--- src/rtl/muldiv_pkg.sv ---
// muldiv_pkg: shared op/state encodings and timing constants for the multiply/divide unit
package muldiv_pkg;
   typedef enum logic [1:0] {
      MD_MUL  = 2'b00,
      MD_UDIV = 2'b01,
      MD_SDIV = 2'b10,
      MD_RSVD = 2'b11
   } md_op_e;
   typedef enum logic [1:0] {
      IDLE,
      RUN,
      FINISH
   } md_state_e;
   localparam int ITER_COUNT = 64;
   localparam int LATENCY = 65;
endpackage

--- src/rtl/mul_div_step.sv ---
// mul_div_step: one combinational radix-2 iteration (shift-add multiply or restoring divide)
module mul_div_step import muldiv_pkg::*; #(
   parameter int WIDTH = 64
) (
   input  logic                     isDiv,
   input  logic [2*WIDTH-1:0]       acc,
   input  logic [WIDTH-1:0]         multiplicand,
   input  logic [WIDTH-1:0]         operand,
   input  logic [$clog2(WIDTH)-1:0] bitIdx,
   output logic [2*WIDTH-1:0]       accNext,
   output logic                     qBit
);
   logic [2*WIDTH-1:0] shifted, addend;
   logic [WIDTH:0] trial;
   // divide: acc = {remainder, remaining dividend bits}; the shifted remainder needs one extra bit
   assign shifted = {acc[2*WIDTH-2:0], 1'b0};
   assign trial = {acc[2*WIDTH-1], shifted[2*WIDTH-1:WIDTH]} - {1'b0, operand};
   assign qBit = isDiv & ~trial[WIDTH];
   assign addend = operand[bitIdx] ? {{WIDTH{1'b0}}, multiplicand} << bitIdx : '0;
   assign accNext = !isDiv ? acc + addend : qBit ? {trial[WIDTH-1:0], shifted[WIDTH-1:0]} : shifted;
endmodule

--- src/rtl/mul_div_unit.sv ---
// mul_div_unit: iterative MUL/UDIV/SDIV with a fixed 65-cycle start-to-done latency
module mul_div_unit import muldiv_pkg::*; #(
   parameter int WIDTH = 64,
   parameter int REG_ADDR_W = 5
) (
   input  logic                  clk,
   input  logic                  reset,
   input  logic                  start,
   input  logic [1:0]            op,
   input  logic [WIDTH-1:0]      operand_a,
   input  logic [WIDTH-1:0]      operand_b,
   input  logic [REG_ADDR_W-1:0] rd_in,
   output logic                  busy,
   output logic                  done,
   output logic [WIDTH-1:0]      result,
   output logic [REG_ADDR_W-1:0] rd_out
);
   localparam int CW = $clog2(WIDTH);
   md_state_e state;
   md_op_e opReg;
   logic [2*WIDTH-1:0] acc, stepAcc;
   logic [WIDTH-1:0] aReg, bReg, aMag, bMag, quot, fixed;
   logic [CW-1:0] count;
   logic [REG_ADDR_W-1:0] rdReg;
   logic negQ, aNeg, bNeg, isMul, qBit;
   assign isMul = op == MD_MUL;
   assign aNeg = op == MD_SDIV && operand_a[WIDTH-1];
   assign bNeg = op == MD_SDIV && operand_b[WIDTH-1];
   // the most-negative value negates to itself, which read unsigned is exactly 2^(WIDTH-1)
   assign aMag = aNeg ? -operand_a : operand_a;
   assign bMag = bNeg ? -operand_b : operand_b;
   assign quot = acc[WIDTH-1:0];
   assign fixed = opReg == MD_MUL ? quot :
                  (opReg == MD_RSVD || bReg == '0) ? '0 :
                  (opReg == MD_SDIV && negQ) ? -quot : quot;
   mul_div_step #(.WIDTH(WIDTH)) step (
      .isDiv       (opReg != MD_MUL),
      .acc         (acc),
      .multiplicand(aReg),
      .operand     (bReg),
      .bitIdx      (count),
      .accNext     (stepAcc),
      .qBit        (qBit)
   );
   always_ff @(posedge clk) begin
      if (reset) begin
         state  <= IDLE;
         busy   <= 1'b0;
         done   <= 1'b0;
         result <= '0;
         rd_out <= '0;
         count  <= '0;
         acc    <= '0;
         opReg  <= MD_MUL;
         aReg   <= '0;
         bReg   <= '0;
         rdReg  <= '0;
         negQ   <= 1'b0;
      end else begin
         done <= 1'b0;
         if (state == RUN) begin
            acc   <= {stepAcc[2*WIDTH-1:1], stepAcc[0] | qBit};
            count <= count + 1'b1;
            if (count == CW'(ITER_COUNT - 1)) begin
               state <= FINISH;
               busy  <= 1'b0;
            end
         end
         if (state == FINISH) begin
            result <= fixed;
            rd_out <= rdReg;
            done   <= 1'b1;
            state  <= IDLE;
         end
         // busy drops on entry to FINISH so a request can overlap the done cycle
         if (!busy && start) begin
            opReg <= md_op_e'(op);
            aReg  <= operand_a;
            bReg  <= isMul ? operand_b : bMag;
            acc   <= isMul ? '0 : {{WIDTH{1'b0}}, aMag};
            negQ  <= aNeg ^ bNeg;
            rdReg <= rd_in;
            count <= '0;
            state <= RUN;
            busy  <= 1'b1;
         end
      end
   end
endmodule

--- config.mk ---
export PLATFORM = sky130hd
export DESIGN_NAME = mul_div_unit
export DESIGN_NICKNAME = d
export VERILOG_FILES = /design/src/rtl/muldiv_pkg.sv /design/src/rtl/mul_div_step.sv /design/src/rtl/mul_div_unit.sv
export SDC_FILE = /design/constraint.sdc
export NUM_CORES = 2
export LEC_CHECK = 0
export CAP_MARGIN = 15
export CORE_MARGIN = 4
export CORE_UTILIZATION = 35
export DETAILED_ROUTE_END_ITERATION = 16
export GPL_ROUTABILITY_DRIVEN = 0
export PLACE_DENSITY = 0.64
export SYNTH_ARGS = -nofsm -noshare
export SYNTH_HDL_FRONTEND = slang
export SYNTH_SLANG_ARGS = --single-unit
export TNS_END_PERCENT = 5
--- constraint.sdc ---
create_clock -name clk -period 7.58 [get_ports clk]
set_input_delay 0.758 -clock clk [delete_from_list [all_inputs] [get_ports clk]]
set_output_delay 0.758 -clock clk [all_outputs]
set_load 0.01 [all_outputs]
== Word level (Yosys, flattened, before mapping) ==
Index checks and enable logic that the tools add are counted.
Storage, ports and cells
  input port bits: 138
  register bits after elaboration: 343
  output and inout port bits: 71
Cells by class
  shift-type cells: 1
  reduce and logical (&&, ||, !) cells: 19
  $lt $le $gt $ge: 1
  bitwise gates (word level): 4
  mux-type cells: 22
  eq/ne operators: 6
  add/sub/neg operators: 6
Operator list (count)
  $mux 128: 5
  $mux 64: 7
  $neg 64->64: 3
  $add 128x128->128: 1
  $shl 64x6->128: 1
  $sub 65x64->65: 1
  $logic_not 64->1: 1
  $mux 1: 9
  $eq 2x2->1 const B: 4
  $lt 6x7->1 const B: 1
  $add 6x1->6 const B: 1
  $bmux 1 s6: 1
  $eq 6x6->1 const B: 1
  $reduce_and 2->1: 3
  $reduce_bool 2->1: 3
  $reduce_bool 3->1: 2
  $logic_and 1x1->1: 4
  $logic_not 2->1: 2
  $reduce_or 3->1: 1
  $eq 2x1->1 const B: 1
  $reduce_or 2->1: 1
  $and 1x1->1: 1
  $logic_not 1->1: 1
  $logic_or 1x1->1: 1
  other kinds (3): 3

== Logic depth before layout (Yosys ltp) ==
  depth after elaboration: 8
  mapped depth: 28
  mapped depth without buffers: 24

== Cells and area by module ==
Synthesis repeated with hierarchy kept, for this count alone.
Second synthesis, totals
  cell total of the unflattened synthesis: 4919
  area total of the unflattened synthesis: 35316.4 um^2
Modules (own cells, without submodules)
  mul_div_step: area an instance 18894.4 um^2, cells each 2952, instances 1
  mul_div_unit: area an instance 16422.0 um^2, cells each 1967, instances 1

== Least setup slack after synthesis ==
OpenSTA, ideal clock, no wires.
  path kind: reg-to-reg
  start: register count[0]
  end: register acc[118]
  buffers on the path: 4
  setup slack: 1.552 ns
  period minus slack after synthesis: 6.028 ns
  setup time: 0.133 ns
  data arrival time: 5.894 ns
  stages on the path, launching flop included: 25
  path through: dfxtp_1 > clkbuf_1 > mux4_2 > mux4_2 > nand2_1 > nand2_1 > nand2_1 > and2_1 > clkbuf_1 > clkbuf_1 > nor2_1 > ha_1 > clkbuf_1 > nand4_1 > nor4_1 > nand2_1 > nor2_1 > o21ai_0 > a211oi_1 > a41oi_1 > o31ai_1 > nor3b_1 > nor2_1 > xnor2_1 > o21ai_0
Between the ends
  cells in the longest elaborated chain, start to end: 7
  elaborated cells on any way between the ends: 8
  classes of those cells: add/sub: 1; shift: 1; mux: 6
Ends and longest elaborated chain
  start: declaration: line mul_div_unit.sv:23  | logic [CW-1:0] count;
  start signal: assignment: line mul_div_unit.sv:63  | count <= count + 1'b1;
  $bmux 1 s6: line mul_div_step.sv:19  | assign addend = operand[bitIdx] ? {{WIDTH{1'b0}}, multiplicand} << bitIdx : '0;
  $mux 1 (not written as such): line mul_div_step.sv:19
  $mux 128 *: line mul_div_step.sv:19
  $add 128x128->128 *: line mul_div_step.sv:20  | assign accNext = !isDiv ? acc + addend : qBit ? {trial[WIDTH-1:0], shifted[WIDTH-1:0]} : shifted;
  $mux 128 *: line mul_div_step.sv:20
  $mux 128 *: line mul_div_unit.sv:61  | if (state == RUN) begin
  $mux 128 *: line mul_div_unit.sv:76  | if (!busy && start) begin
  end signal: assignment: line mul_div_unit.sv:62  | acc <= {stepAcc[2*WIDTH-1:1], stepAcc[0] | qBit};
  end signal: assignment: line mul_div_unit.sv:80  | acc <= isMul ? '0 : {{WIDTH{1'b0}}, aMag};
  end: declaration: line mul_div_unit.sv:21  | logic [2*WIDTH-1:0] acc, stepAcc;
Mark *: on every way between the ends. The rest lies on a longest branch, timed or not. The select of a mux whose other input is x is not followed.
A chain may end at the register's enable or synchronous reset.

== Worst setup path in the final report ==
  start: register count[1]
  end: register acc[124]
Same word-level chain as after synthesis.

==> flow_metrics.py <==
metrics = {
    "synthesis": {
        "synth_cell_types": 91,
        "syn_area_um2": 34940,
        "synthFlopType": "dfxtp_1",
        "netlist_instances": 4956,
        "synth_edf_count": 0,
        "async_flop_share_pct": 0,
        "ys_seq_area_share_pct": 19.65,
        "ys.warnings.count": 0,
        "synth_seq_cells": 343,
        "syn_nets": 5293,
        "syn_avg_cell_area_um2": 7.050,
    },
    "placement": {
        "postPlaceCellArea_um2": 38000,
        "dpl.hpwl_um": 110200,
        "dp_slack_ns": -0.01570,
        "numPortBuffers": 208,
    },
    "detailed_routing": {
        "vias": 38420,
        "wl_per_cell_um": 22.42,
        "drt-vias-per-instance": 6.128,
        "drc": 0,
        "postRouteAntennaNets": 0,
        "drt_pass1_iterations": 9,
        "wirelength_um": 140600,
        "drtIter0Drc": 4575,
    },
    "layout": {
        "layout_commonest_cell": "nand2_1",
        "area_growth_pct": 13.11,
        "fillers": 10360,
        "final_cell_mix": "nand2_1, nor2_1, a21oi_1",
        "final_net_count": 5286,
        "design_area_um2": 39520,
        "layout-drive-gt1-share_pct": 5.881,
        "area.sequential_um2": 6882,
        "n_antenna_cell": 0,
        "multi_input_area_um2": 26370,
        "final_util_pct": 40.04,
    },
    "timing": {
        "period_needed_ns": 7.276,
        "post-route-worst-setup-slack_ns": 0.3043,
        "worst_slew_pin_slew_ns": 1.109,
        "rsz0062_at_grt": "false",
        "finalHoldViolations": 0,
        "clock_skew_ns": 0.05257,
        "max_freq_mhz": 137.4,
        "min_period_over_period_pct": 95.99,
        "setup_viol": 0,
        "slew_violations": 0,
        "slew_headroom_pct": 25.96,
        "holdWs_ns": 0.4477,
    },
    "clock_network": {
        "ctsRootBufferMaster": "clkbuf_16",
        "cts_max_level": 2,
        "cts_tree": "yes",
        "path_clk_slew_ns": 0.06,
        "worst_skew_pair.late_latency_ns": 0.61,
        "numClockSinks": 343,
        "cts_buffer_depth": 3,
        "cts_hold_buf": 0,
        "numCtsBuffers": 42,
    },
    "floorplanning": {
        "dieArea_um2": 105000,
        "fp.dieW_um": 324.0,
        "pin_count": 209,
        "core_area_um2": 98710,
        "initial_core_util_pct": 35.40,
        "die_height_um": 324.0,
        "fp-row-count": 115,
    },
    "outcome": {
        "outcome": "finished clean",
    },
    "worst_setup_path": {
        "start_kind": "flip-flop",
        "arrival_ns": 7.79,
        "path_cells": "buf_4, mux2_2, o21ai_0, o21ai_0, o21ai_0, nor2_1, nor2_1, a211oi_1, ha_1, nand2_1, nor2_1, nand3_1, or3_1, nor4_2, o21ai_0, nand3_1, a211o_1, a31o_2, nor2_1, o2111a_1, a211oi_1",
        "slowest_stage": "dfxtp_4",
        "cp_num_buf_inv": 1,
        "cp-end-kind": "flip-flop",
        "path_max_fanout": 60,
        "critical_path_class": "flip-flop to flip-flop",
        "required_ns": 8.09,
        "cp_top_family": "simple AND/OR/NAND/NOR gates",
        "timing.critical_path.slowest_cell_delay_ns": 0.89,
    },
    "global_routing": {
        "grt_pass1_vias": 34780,
        "grt_first_pass_wirelength_um": 209300,
        "antenna_found_initial": 2,
        "overflow": 0,
        "grt_usage_pct": 25.42,
        "grt_max_degree": 197,
    },
    "run": {
        "cap_violations": 0,
    },
    "power_and_ir_drop": {
        "ir_worst_vdd_mv": 0.1460,
        "powerDensity_nw_per_um2": 149.3,
        "power.total_mw": 5.901,
        "p_leak_nw": 14.66,
    },
    "min_path": {
        "hold_class": "flip-flop to flip-flop",
    },
}
-- worst paths after layout --
path                   start          to  slack, ns  cells past startpoint
setup / recovery    count[1]    acc[124]       0.30                     21
hold / removal    result[33]  result[33]       0.45                      2
setup reg to reg    count[1]    acc[124]       0.30                     21
hold reg to reg   result[33]  result[33]       0.45                      2
-- cell usage after synthesis (all sizes together), types with 15 or more instances --
| cell type | count | share of area, % |
|---|---|---|
| o22a | 30 | 0.75 |
| inv | 145 | 1.6 |
| a21boi | 15 | 0.32 |
| nor2b | 18 | 0.32 |
| nor4 | 48 | 0.94 |
| a21o | 103 | 2.2 |
| a31oi | 96 | 1.7 |
| o21bai | 50 | 1.1 |
| o21a | 25 | 0.54 |
| a22oi | 25 | 0.54 |
| mux2i | 130 | 3.7 |
| or4 | 15 | 0.34 |
| nor3 | 130 | 1.9 |
| o211ai | 34 | 0.73 |
| ha | 197 | 7.1 |
| o41ai | 18 | 0.47 |
| and2 | 34 | 0.61 |
| clkbuf | 276 | 3.0 |
| a31o | 15 | 0.38 |
| o31ai | 39 | 0.84 |
| xnor2 | 186 | 4.7 |
| mux4 | 71 | 4.6 |
| nor2 | 553 | 6.0 |
| a211oi | 99 | 2.1 |
| a21oi | 534 | 7.6 |
| nand4 | 83 | 1.5 |
| nand2b | 25 | 0.47 |
| mux2 | 19 | 0.61 |
| nand3 | 53 | 0.77 |
| nand2 | 757 | 8.1 |
| xor2 | 176 | 4.4 |
| or3 | 26 | 0.49 |
| o21ai | 388 | 5.6 |
| dfxtp | 343 | 20 |
| and3 | 15 | 0.27 |
| buf | 43 | 0.54 |
| o221ai | 15 | 0.38 |
-- through the flow --
stage	setup TNS, ns	cells
finish	0	6269
global route	0	6269
CTS	0	6268
detailed placement	-0.02795	6191
global placement	0	6191
floorplan	0	4956
-- layout make-up --
type,instances,area share [%]
clock buffer,59,3.131
clock inverter,18,0.6585
inverter,147,1.396
multi-input combinational,4145,66.72
sequential,343,17.41
tap,1287,4.074
timing repair buffer,270,6.607
-- cells by family after synthesis --
family,synth area share (%)
AO/OA/AOI/OAI,27.43
AND/OR/NAND/NOR,22.60
buffers and inverters,5.163
multiplexers,8.913
flip-flops,19.65
XOR/XNOR,9.074
adder cells (fa/ha/maj),7.169
-- registers in the layout, summed over array words and instances, names as in the netlist --
register and flops:
rdReg 5, bReg 64, state 2, done 1, negQ 1, acc 128, result 64, count 6
rd_out 5, aReg 64, busy 1, opReg 2
-- per-layer routing --
| metal | vias to the layer above | track usage (%) | routed length, um |
|---|---|---|---|
| li1 | 17890 | - | - |
| met1 | 18010 | 34.39 | 58690 |
| met2 | 2123 | 38.48 | 59050 |
| met3 | 394 | 6.570 | 15730 |
| met4 | 4 | 10.11 | 6898 |
| met5 | - | 1.224 | 200 |
-- report_power, final --
group | internal, mW | total (mW) | leakage, nW | switching (mW)
Clock | 1.32 | 2.23 | 0.731 | 0.913
Combinational | 0.600 | 1.59 | 11.1 | 0.991
Sequential | 1.90 | 2.08 | 2.81 | 0.182
-- worst register-to-register path: cells and delay by family (launching register included) --
family / cells / cell delay, ns
DFF: 1 / 0.89
AOI/OAI and AO/OA: 9 / 2.47
and+or+nand+nor: 9 / 2.69
buffers and inverters: 1 / 0.39
adders and majority gates: 1 / 0.41
muxes: 1 / 0.38
-- timing repair --
action,CTS,global route
endpoints found under the setup margin,4,4
resized for setup,1,0
buffers inserted,0,1
Note: power is estimated with default switching activity, not from simulation.
